==> src/rtl/mad_io_int_controller.sv <==
// Environment-side I/O and interrupt controller for the MAD RISC core:
// input FIFO feeding In/Int, and a handshaked holding register on Out.
module mad_io_int_controller #(
  parameter int unsigned DEPTH = 4,
  parameter int unsigned WIDTH = 16
) (
  input  logic                     Clk,
  input  logic                     Rst,
  input  logic [WIDTH-1:0]         ext_in_data,
  input  logic                     ext_in_valid,
  output logic                     ext_in_ready,
  output logic [WIDTH-1:0]         cpu_in,
  input  logic                     cpu_in_rd,
  output logic                     cpu_int,
  input  logic                     int_en,
  input  logic [WIDTH-1:0]         cpu_out,
  input  logic                     cpu_out_wr,
  output logic [WIDTH-1:0]         ext_out_data,
  output logic                     ext_out_valid,
  input  logic                     ext_out_ready,
  output logic                     out_overrun,
  output logic [$clog2(DEPTH):0]   in_count
);

  localparam int unsigned PW = $clog2(DEPTH);
  localparam int unsigned CW = PW + 1;

  typedef enum logic [1:0] {
    S_IDLE  = 2'd0,
    S_PULSE = 2'd1,
    S_WAIT  = 2'd2
  } state_t;

  logic [WIDTH-1:0] mem [DEPTH];
  logic [PW-1:0]    wr_ptr;
  logic [PW-1:0]    rd_ptr;
  logic [CW-1:0]    count;
  logic             push;
  logic             pop;
  state_t           state;

  // Ready and head word depend only on registered FIFO state.
  assign ext_in_ready = (count != CW'(DEPTH));
  assign push         = ext_in_valid & ext_in_ready;
  assign pop          = cpu_in_rd & (count != '0);
  assign cpu_in       = (count != '0) ? mem[rd_ptr] : '0;
  assign in_count     = count;

  // FIFO storage; contents need no reset because cpu_in is gated by count.
  always_ff @(posedge Clk) begin
    if (push) mem[wr_ptr] <= ext_in_data;
  end

  always_ff @(posedge Clk or posedge Rst) begin
    if (Rst) begin
      wr_ptr <= '0;
      rd_ptr <= '0;
      count  <= '0;
    end else begin
      if (push) wr_ptr <= wr_ptr + PW'(1);
      if (pop)  rd_ptr <= rd_ptr + PW'(1);
      case ({push, pop})
        2'b10:   count <= count + CW'(1);
        2'b01:   count <= count - CW'(1);
        default: count <= count;
      endcase
    end
  end

  // One interrupt per consumed word; WAIT holds until the CPU pops.
  always_ff @(posedge Clk or posedge Rst) begin
    if (Rst) begin
      state   <= S_IDLE;
      cpu_int <= 1'b0;
    end else begin
      cpu_int <= 1'b0;
      case (state)
        S_IDLE: begin
          if (int_en && (count != '0)) begin
            state   <= S_PULSE;
            cpu_int <= 1'b1;
          end
        end
        S_PULSE: state <= S_WAIT;
        S_WAIT:  if (pop) state <= S_IDLE;
        default: state <= S_IDLE;
      endcase
    end
  end

  // Output holding register; a write always wins over a concurrent handshake.
  always_ff @(posedge Clk or posedge Rst) begin
    if (Rst) begin
      ext_out_data  <= '0;
      ext_out_valid <= 1'b0;
      out_overrun   <= 1'b0;
    end else begin
      if (cpu_out_wr) begin
        ext_out_data  <= cpu_out;
        ext_out_valid <= 1'b1;
        if (ext_out_valid && !ext_out_ready) out_overrun <= 1'b1;
      end else if (ext_out_valid && ext_out_ready) begin
        ext_out_valid <= 1'b0;
      end
    end
  end

endmodule
==> config.mk <==
export PLATFORM = sky130hd
export DESIGN_NAME = mad_io_int_controller
export DESIGN_NICKNAME = d
export VERILOG_FILES = /design/src/rtl/mad_io_int_controller.sv
export SDC_FILE = /design/constraint.sdc
export NUM_CORES = 1
export LEC_CHECK = 0
export CAP_MARGIN = 20
export CORE_UTILIZATION = 50
export CTS_BUF_LIST = sky130_fd_sc_hd__clkbuf_16
export DETAILED_ROUTE_END_ITERATION = 10
export GPL_TIMING_DRIVEN = 0
export PLACE_DENSITY = 0.82
export SLEW_MARGIN = 20
export SYNTH_ARGS = -nofsm -noshare
export SYNTH_HDL_FRONTEND = slang
export SYNTH_SLANG_ARGS = --single-unit
==> constraint.sdc <==
create_clock -name Clk -period 6 [get_ports Clk]
set_input_delay 0.9 -clock Clk [delete_from_list [all_inputs] [get_ports Clk]]
set_output_delay 0.9 -clock Clk [all_outputs]
set_load 0.02 [all_outputs]
==> report_table.html <==
<table>
<tr><th>Metric</th><th>Value</th></tr>
<tr><th colspan="2">Synthesis</th></tr>
<tr><td>Prevailing post-synth register cell</td><td>sky130_fd_sc_hd__edfxtp_1</td></tr>
<tr><td>Portion of the post-synthesis area used by sequential elements</td><td>72.33%</td></tr>
<tr><td>Number of enable flip-flop cells after synthesis</td><td>64</td></tr>
<tr><td>Top cells by area, synth</td><td>sky130_fd_sc_hd__edfxtp_1 (53%), sky130_fd_sc_hd__dfrtp_1 (19%), sky130_fd_sc_hd__mux4_2 (9.9%)</td></tr>
<tr><td>Number of synthesis warnings</td><td>0</td></tr>
<tr><td>Mean instance size in the synthesized netlist</td><td>19.39 sq um</td></tr>
<tr><td>Number of cells produced by synthesis</td><td>187</td></tr>
<tr><td>Number of distinct library cells after synthesis</td><td>26</td></tr>
<tr><td>Fraction of registers with async set or reset after synthesis</td><td>30.43%</td></tr>
<tr><td>Count of state elements after synthesis</td><td>92</td></tr>
<tr><td>Mapped Nets</td><td>232</td></tr>
<tr><td>Most instantiated library cell after synthesis</td><td>sky130_fd_sc_hd__edfxtp_1</td></tr>
<tr><td>Top cell types by occurrence after synthesis</td><td>sky130_fd_sc_hd__edfxtp_1 (64), sky130_fd_sc_hd__dfrtp_1 (28), sky130_fd_sc_hd__mux2_2 (16), sky130_fd_sc_hd__mux4_2 (16), sky130_fd_sc_hd__nor2b_1 (16)</td></tr>
<tr><td>Post-Synthesis Cell Area</td><td>0.003626 sq mm</td></tr>
<tr><td>Fraction of synthesized cell area taken by the top area cell type</td><td>53.00%</td></tr>
<tr><td>Cell accounting for the most synthesized area</td><td>sky130_fd_sc_hd__edfxtp_1</td></tr>
<tr><th colspan="2">Global routing</th></tr>
<tr><td>Global-route congestion overflow total</td><td>0</td></tr>
<tr><td>Number of antenna violations at the first check in global routing</td><td>0</td></tr>
<tr><td>Combined global-route utilization of all metal layers</td><td>19.15%</td></tr>
<tr><td>Largest net degree at the start of global routing</td><td>29</td></tr>
<tr><td>First-pass GRT wire length</td><td>10.19 mm</td></tr>
<tr><td>Vias in the first global route</td><td>2022</td></tr>
<tr><th colspan="2">Timing</th></tr>
<tr><td>Setup TNS after final layout</td><td>0 ns</td></tr>
<tr><td>Number of max-slew violations in the final report</td><td>0</td></tr>
<tr><td>Hold violation total from the final report</td><td>0</td></tr>
<tr><td>Setup violators final</td><td>0</td></tr>
<tr><td>Layout Skew</td><td>0.006481 ns</td></tr>
<tr><td>Setup repair after global routing missed its margin</td><td>false</td></tr>
<tr><td>Final worst hold slack</td><td>0.4687 ns</td></tr>
<tr><td>Top achievable clock speed</td><td>0.2936 GHz</td></tr>
<tr><td>Slew at the pin closest to its max-slew limit</td><td>0.7138 ns</td></tr>
<tr><td>Portion of the clock cycle consumed by the worst path in the final layout</td><td>56.76%</td></tr>
<tr><td>Min Tclk post-route</td><td>3.406 ns</td></tr>
<tr><td>Headroom to the max-slew limit</td><td>52.15%</td></tr>
<tr><th colspan="2">Worst setup path</th></tr>
<tr><td>Startpoint types</td><td>register</td></tr>
<tr><td>Required time worst endpoint</td><td>5.10 ns</td></tr>
<tr><td>Critical path's top delay family</td><td>buffers and inverters</td></tr>
<tr><td>Critical-path cell with the highest stage delay</td><td>sky130_fd_sc_hd__nor3_2</td></tr>
<tr><td>Worst stage delay on the critical path</td><td>0.63 ns</td></tr>
<tr><td>Number of buffer and inverter stages on the critical path</td><td>2</td></tr>
<tr><td>Type of the worst setup path</td><td>reg2out</td></tr>
<tr><td>Top fanout value on the critical path</td><td>10</td></tr>
<tr><td>Data arrival, critical path</td><td>2.51 ns</td></tr>
<tr><td>Critical Path End Type</td><td>primary output</td></tr>
<tr><td>Cell breakdown of the critical path</td><td>nor3_2 &gt; clkbuf_1 &gt; nor2b_1 &gt; clkdlybuf4s50_1</td></tr>
<tr><th colspan="2">Power</th></tr>
<tr><td>Internal Pwr Total</td><td>1.537 mW</td></tr>
<tr><td>Share of power burned in registers</td><td>39.4%</td></tr>
<tr><td>Worst vdd rail ir drop</td><td>0.0002941 V</td></tr>
<tr><td>Fraction of power consumed by the clock network</td><td>21.9%</td></tr>
<tr><td>Logic gate share of total power</td><td>38.6%</td></tr>
<tr><td>Leakage power total</td><td>1.763 nW</td></tr>
<tr><td>Total net switching power</td><td>693.4 uW</td></tr>
<tr><td>Net switching fraction of the power</td><td>31.08%</td></tr>
<tr><td>Power Dens Cells</td><td>467.7 mW/mm^2</td></tr>
<tr><th colspan="2">Die</th></tr>
<tr><td>Die Area</td><td>0.007597 sq mm</td></tr>
<tr><td>I/O pin count</td><td>78</td></tr>
<tr><td>Die span in y</td><td>87.16 microns</td></tr>
<tr><td>Core area</td><td>0.006907 sq mm</td></tr>
<tr><td>Starting Density</td><td>52.50%</td></tr>
<tr><td>DIE WIDTH</td><td>87.16 microns</td></tr>
<tr><td>Standard-cell rows</td><td>30</td></tr>
<tr><th colspan="2">Clock tree</th></tr>
<tr><td>Post-cts hold buffer count</td><td>0</td></tr>
<tr><td>Clock-pin slew of the registers on the worst-case setup and hold paths</td><td>0.06 ns</td></tr>
<tr><td>Post-cts repair resize count</td><td>0</td></tr>
<tr><td>Clock sinks</td><td>92</td></tr>
<tr><td>Clock latency on the worst-skew pair</td><td>0.33 ns</td></tr>
<tr><td>Clk buf depth</td><td>2</td></tr>
<tr><td>Clock tree from TritonCTS</td><td>built</td></tr>
<tr><td>Buffer cell driving the clock tree root</td><td>sky130_fd_sc_hd__clkbuf_16</td></tr>
<tr><td>Num CTS Buffers</td><td>9</td></tr>
<tr><td>Post CTS Setup Buffer Count</td><td>0</td></tr>
<tr><td>Number of H-tree branching levels</td><td>3</td></tr>
<tr><th colspan="2">Run</th></tr>
<tr><td>Max cap viols</td><td>0</td></tr>
<tr><th colspan="2">Cells and area</th></tr>
<tr><td>Area growth from synthesis to final layout</td><td>31.54%</td></tr>
<tr><td>Number of nets in the layout</td><td>319</td></tr>
<tr><td>Count of inserted antenna diode cells</td><td>0</td></tr>
<tr><td>Final core utilization</td><td>69.06%</td></tr>
<tr><td>Final std cell area, no fill</td><td>0.004770 sq mm</td></tr>
<tr><td>Fill cells</td><td>476</td></tr>
<tr><td>Fraction of final layout cells with drive strength greater than 1</td><td>21.86%</td></tr>
<tr><th colspan="2">Placement</th></tr>
<tr><td>Placer Congestion</td><td>0.7256</td></tr>
<tr><td>Area post-placement</td><td>0.004507 sq mm</td></tr>
<tr><td>Buffers on Ports</td><td>76</td></tr>
<tr><td>HPWL after DPL</td><td>4.335 mm</td></tr>
<tr><th colspan="2">Route</th></tr>
<tr><td>Post-route ant nets</td><td>0</td></tr>
<tr><td>Average via count per standard cell</td><td>5.120</td></tr>
<tr><td>First-iteration detailed-routing DRC count</td><td>126</td></tr>
<tr><td>Total iterations of the first detailed-routing run</td><td>4</td></tr>
<tr><td>Vias after detailed routing</td><td>1920</td></tr>
<tr><td>Routed wire length per instance</td><td>17.34 microns</td></tr>
<tr><td>DRC viols</td><td>0</td></tr>
<tr><td>WL final</td><td>6.501 mm</td></tr>
<tr><th colspan="2">Hold path</th></tr>
<tr><td>Hold Crit Class</td><td>reg2reg</td></tr>
<tr><th colspan="2">Run status</th></tr>
<tr><td>Result of the run</td><td>complete, no violations</td></tr>
</table>
-- layout make-up --
type,instances,area [sq um],area share [%]
Sequential cell,92,2623,54.98
Multi-Input combinational cell,78,923.4,19.36
Timing Repair Buffer,76,760.7,15.95
Clock buffer,9,225.2,4.722
Tap cell,96,120.1,2.518
Buffer,7,42.54,0.8919
Clock inverter,7,37.54,0.7870
Inverter,10,37.54,0.7870
-- routing by layer --
metal,vias to the layer above,wire (microns),track usage [%]
li1,881,-,-
met3,9,189,3.223
met5,-,0,0
met2,40,3368,30.78
met1,990,2774,24.80
met4,0,168,11.33
-- cell usage in the layout, fill, tap and decap left out, types with 2 or more instances in the layout --
master,synthesis,routed
sky130_fd_sc_hd__and3_2,4,4
sky130_fd_sc_hd__buf_2,4,4
sky130_fd_sc_hd__clkbuf_16,0,9
sky130_fd_sc_hd__clkdlybuf4s50_1,0,76
sky130_fd_sc_hd__dfrtp_1,28,28
sky130_fd_sc_hd__edfxtp_1,64,64
sky130_fd_sc_hd__ha_1,5,5
sky130_fd_sc_hd__inv_1,10,12
sky130_fd_sc_hd__mux2_2,16,16
sky130_fd_sc_hd__mux2i_1,2,2
sky130_fd_sc_hd__mux4_2,16,16
sky130_fd_sc_hd__nor2_1,2,2
sky130_fd_sc_hd__nor2b_1,16,16
sky130_fd_sc_hd__nor4b_1,2,2
sky130_fd_sc_hd__xnor2_1,3,3
sky130_fd_sc_hd__xor2_1,3,3
-- cell families (layout without fill, tap and decap cells) --
logic type	count (synthesis)	in the layout	synth area share [%]
AO/OA/AOI/OAI	3	3	0.6558
XOR/XNOR	6	6	1.450
adder cells (fa/ha/maj)	6	6	2.277
buffers and inverters	17	109	2.209
flip-flops	92	92	72.33
multiplexers	35	35	15.87
AND/OR/NAND/NOR	28	28	5.211
-- through the flow --
step | power [mW] | instances | setup slack (ns)
floorplan | 1.416 | 187 | 3.723
global placement | 1.744 | 359 | 2.946
detailed placement | 1.763 | 359 | 2.938
CTS | 2.257 | 375 | 2.562
global route | 2.347 | 375 | 2.428
finish | 2.231 | 375 | 2.594
-- registers in the layout, summed over array words and instances (netlist names) --
signal         cells
ext_out_data      16
out_overrun        1
state              2
rd_ptr             2
ext_out_valid      1
wr_ptr             2
mem               64
cpu_int            1
in_count           3
-- final timing paths --
path                        startpoint             to  slack, ns  cells after the start
setup / recovery           in_count[0]      cpu_in[8]       2.59                      4
hold / removal             out_overrun    out_overrun       0.47                      1
setup reg to reg           in_count[0]    in_count[2]       3.77                      9
hold reg to reg            out_overrun    out_overrun       0.47                      1
max in group asynchronous          Rst    in_count[2]       4.67                      2
min in group asynchronous          Rst  ext_out_valid       0.95                      2
-- power groups by stage --
stage               clock network, mW  registers, mW  logic, mW
floorplan                           0          0.906      0.509
global placement                    0          0.884      0.860
detailed placement                  0          0.893      0.871
CTS                             0.500          0.881      0.876
global route                    0.524          0.894      0.929
finish                          0.490          0.880      0.862
(Power assumes the default switching activity.)
==> patch 1 (same flow settings) <==
Put one more register stage on the output `in_count`, without a reset. The value now appears one clock later. The other outputs are not delayed to match.
--- a/src/rtl/mad_io_int_controller.sv
+++ b/src/rtl/mad_io_int_controller.sv
@@ -44,7 +44,9 @@
   assign push         = ext_in_valid & ext_in_ready;
   assign pop          = cpu_in_rd & (count != '0);
   assign cpu_in       = (count != '0) ? mem[rd_ptr] : '0;
-  assign in_count     = count;
+  always_ff @(posedge Clk) begin
+    in_count <= count;
+  end
 
   // FIFO storage; contents need no reset because cpu_in is gated by count.
   always_ff @(posedge Clk) begin
Check against the original RTL: not equivalent (a bounded check fails within 4 cycles, from zero or initial values and one cycle with Rst high).
==> patch 1 against the unedited design <==
Cell area rose by 1.2%; sequential cell count rose by 3; worst setup slack got worse by 0.030 ns; routed wire length rose by 6.6%; synthesized area rose by 1.7%; maximum frequency fell by 0.88%; count of clock-buffer cells in the layout did not move; total power rose by 2.3%; global-route usage rose by 0.30 points; final cell count rose by 0.80%; first-iteration DRC count rose by 18%; largest power group unchanged.
==> patch 1: results (changes against the unedited design) <==
Fill cell count = 454 (-4.6%)
GRT Overall Usage = 19.4% (+0.30 points)
WL met2 = 3780 um (+12%)
CP max FO = 10 (unchanged)
Top cells by area, synth = edfxtp_1 52%, dfrtp_1 19%, mux4_2 9.8%, mux2_2 4.9%, nor2b_1 2.7%
Total routed wirelength = 6930 um (+6.6%)
Wire length of the first global-routing pass = 10,500 um (+3.1%)
Async set or reset register ratio after synthesis = 29.5% (-0.96 points)
Met3 WL = 212 um (+12%)
Met2 GRT Util = 32.6% (+1.8 points)
Peak VDD IR = 0.251 mV (-15%)
Lkg Pwr = 1.80 nW (+1.9%)
Finished Cell Area = 4830 sq um (+1.2%)
Worst EP arrival = 2.54 ns (+0.03 ns)
Yosys cell types = 27 (+3.8%)
Cell Area, Placed = 4570 sq um (+1.3%)
Worst Skew = 0.00570 ns (-0.000776 ns)
Nets = 322 (+0.94%)
Met3 Track Usage GR = 4.34% (+1.1 points)
Clock slew at reported path FFs = 0.06 ns (about the same)
Share of cells above drive strength 1 = 21.6% (-0.23 points)
Mapped Cells = 190 (+1.6%)
Mapped Nets = 235 (+1.3%)
Detailed placement HPWL = 4420 um (+2.0%)
Largest net degree at the start of global routing = 29 (unchanged)
Routed WL per cell = 18.3 um (+5.8%)
M1 GR Usage = 24.4% (-0.44 points)
Placed cell count = 362 (+0.84%)
Vias per cell = 5.19 (+1.4%)
Worst slack at placement = 2.87 ns (-0.0657 ns)
Post-synthesis sequential area ratio = 72.8% (+0.45 points)
Detailed Route Iter0 Violations = 149 (+18%)
WL met1 = 2780 um (about the same)
Status = complete, no violations
GPL Wtd Cong = 0.759 (+4.6%)
Max-slew headroom at the worst pin = 53.4% (+1.3 points)
## patch 1: cell types whose count changed in the layout (fill, tap and decap cells not counted), sizes merged
cell,change
dfxtp,+3
clkinvlp,-2
clkinv,+1
inv,+1
## patch 1: cell type report
type	instances	area, sq um	share of cell area (%)
Timing Repair Buffer	76	761	15.8
Sequential cell	95	2680	55.6
Multi-Input combinational cell	78	923	19.1
Buffer	7	42.5	0.882
Inverter	10	37.5	0.778
Clock buffer	9	225	4.67
Tap cell	96	120	2.49
Clock inverter	7	33.8	0.700
## patch 1: logic make-up (layout without fill, tap and decap cells)
| family | after synthesis | in the layout | synth area share (%) |
|---|---|---|---|
| multiplexers | 35 | 35 | 15.6 |
| AND/OR/NAND/NOR | 28 | 28 | 5.13 |
| AO/OA/AOI/OAI | 3 | 3 | 0.645 |
| adder cells (fa/ha/maj) | 6 | 6 | 2.24 |
| flip-flops | 95 | 95 | 72.8 |
| XOR/XNOR | 6 | 6 | 1.43 |
| buffers and inverters | 17 | 109 | 2.17 |
## patch 1: final timing paths
| kind | from | end | slack, ns | cells past startpoint |
|---|---|---|---|---|
| max in group asynchronous | Rst | ext_out_valid | 4.65 | 2 |
| worst min register to register | count[1] | in_count[1] | 0.47 | 0 |
| min in group asynchronous | Rst | wr_ptr[0] | 0.96 | 2 |
| worst max register to register | count[0] | count[2] | 3.67 | 9 |
| worst min-delay path | count[1] | in_count[1] | 0.47 | 0 |
| worst max-delay path | count[0] | cpu_in[7] | 2.56 | 4 |
## patch 1: worst max-delay path: stages, from the launching register on
cell	delay, ns
dfrtp_1	0.46
nor3_2	0.62
clkbuf_1	0.44
nor2b_1	0.12
clkdlybuf4s50_1	0.56
## patch 1: power by group
part,switching (W),internal [W]
Clock,0.000223,0.000274
Sequential,0.0000602,0.000855
Combinational,0.000431,0.000439
==> patch 2 (config.mk and constraints unchanged) <==
Made on the original files. The parameter `DEPTH` goes from 4 to 8.
--- a/src/rtl/mad_io_int_controller.sv
+++ b/src/rtl/mad_io_int_controller.sv
@@ -1,7 +1,7 @@
 // Environment-side I/O and interrupt controller for the MAD RISC core:
 // input FIFO feeding In/Int, and a handshaked holding register on Out.
 module mad_io_int_controller #(
-  parameter int unsigned DEPTH = 4,
+  parameter int unsigned DEPTH = 8,
   parameter int unsigned WIDTH = 16
 ) (
   input  logic                     Clk,
Ports: changed (resized in_count); port bits go from 78 to 79. The function was not compared with the original's and may differ.
==> patch 2 against the unedited design <==
Cell area up 66%; total power increased by 73%; worst setup slack worse by 0.31 ns; non-clock buffer count increased by 21; clock skew is 0.0079 ns higher; routed wire length is 87% higher; synthesized area is 71% higher; sequential cell count is 67 higher; combinational power is 58% higher; critical path depth rose by 1; worst hold slack gained 0.0040 ns.
==> patch 2: results (changes against the unedited design) <==
Status = complete, no violations
Vias in the first global route = 3,505 (+73%)
Share of cells above drive strength 1 = 25.7% (+3.8 points)
R2R setup slack = 3.30 ns (-0.47 ns)
Yosys cell types = 36 (+38%)
Max reg flops = 128 (+100%)
Worst EP arrival = 2.82 ns (+0.31 ns)
Cell Area, Placed = 7330 sq um (+63%)
DR pass1 iterations = 5 (+1)
Worst hold slack = 0.473 ns (+0.00405 ns)
Number of port buffers = 77 (+1.3%)
Placed cell count = 557 (+55%)
Async set or reset register ratio after synthesis = 19.5% (-11 points)
Mapped Cells = 302 (+61%)
Slew at the pin with the worst max-slew slack = 0.713 ns (-0.000731 ns)
Top cells by area, synth = edfxtp_1 62%, dfrtp_1 12%, mux4_2 12%, mux2_2 3.1%, a22o_1 2.3%
Total routed wirelength = 12,100 um (+87%)
Detailed placement HPWL = 7940 um (+83%)
Post-synthesis sequential area ratio = 74.4% (+2.0 points)
Detailed Route Iter0 Violations = 239 (+90%)
GPL Wtd Cong = 0.683 (-5.9%)
TritonCTS buffer count = 17 (+8)
Wire length of the first global-routing pass = 19,400 um (+90%)
Largest net degree at the start of global routing = 32 (+10%)
Peak VDD IR = 0.264 mV (-10%)
Worst Skew = 0.0143 ns (+0.00786 ns)
Mapped Nets = 346 (+49%)
Root buffer cell = clkbuf_16
Routed WL per cell = 20.6 um (+19%)
DR vias = 3,298 (+72%)
Post-synth top cells = 128 x edfxtp_1, 32 x mux4_2, 31 x dfrtp_1
Clk_lat worst skew = 0.42 ns (+0.09 ns)
GRT Overall Usage = 21.1% (+1.9 points)
Post-synth top area share = 61.9% (+8.9 points)
Lkg Pwr = 2.75 nW (+56%)
H-tree depth = 4 (+1)
Fill cell count = 809 (+70%)
-- patch 2: path summary, 6_finish.rpt --
check                             from               to  cells past startpoint
max                          rd_ptr[1]       cpu_in[12]                      5
min                        out_overrun      out_overrun                      1
max reg2reg                in_count[0]      in_count[3]                      7
min reg2reg                out_overrun      out_overrun                      1
max in group asynchronous          Rst  ext_out_data[2]                      2
min in group asynchronous          Rst         state[0]                      2
-- patch 2: cell type report --
class                      count  share of cell area, %
sequential                   159                   58.5
multi-input combinational    121                   19.1
timing repair buffer          87                   11.2
clock buffer                  17                   5.39
tap                          168                   2.66
clock inverter                15                   1.77
buffer                        17                   1.09
inverter                       5                  0.238
-- patch 2: stage by stage --
step | power [W] | util, % | setup WS [ns]
global route | 0.00403 | 65.5 | 2.13
finish | 0.00386 | 65.5 | 2.28
CTS | 0.00390 | 65.5 | 2.24
detailed placement | 0.00285 | 60.8 | 2.70
floorplan | 0.00232 | - | 3.30
global placement | 0.00277 | 59.6 | 1.86
-- patch 2: cells by family after synthesis --
kind of cell             Yosys count  share of synthesized area, %
AO/OA/AOI/OAI                     25                          3.55
flip-flops                       159                          74.4
buffers and inverters             22                          1.69
AND/OR/NAND/NOR                   32                          3.20
adder cells (fa/ha/maj)            5                          1.01
multiplexers                      52                          15.2
XOR/XNOR                           7                         0.987
-- patch 2: where the power goes --
| part | total, W | internal (W) | switching [W] | leakage [nW] |
|---|---|---|---|---|
| combinational | 0.00136 | 0.000663 | 0.000694 | 0.928 |
| clock | 0.00103 | 0.000638 | 0.000389 | 0.299 |
| sequential | 0.00147 | 0.00139 | 0.0000868 | 1.53 |
| total | 0.00386 | 0.00269 | 0.00117 | 2.75 |
-- patch 2: critical path: stages (launching register included) --
cell and delay [ns]:
dfrtp_1 0.35, buf_1 0.27, clkbuf_1 0.59, mux4_2 0.41, a22o_1 0.23, clkdlybuf4s50_1 0.54
-- patch 2: layer usage --
metal | global-route usage [%] | share of wire (%) | vias up
met1 | 27.4 | 42 | 1710
met5 | 0 | 0 | -
li1 | - | - | 1440
met4 | 8.51 | 1.8 | 0
met2 | 34.5 | 50 | 131
met3 | 5.31 | 5.8 | 17
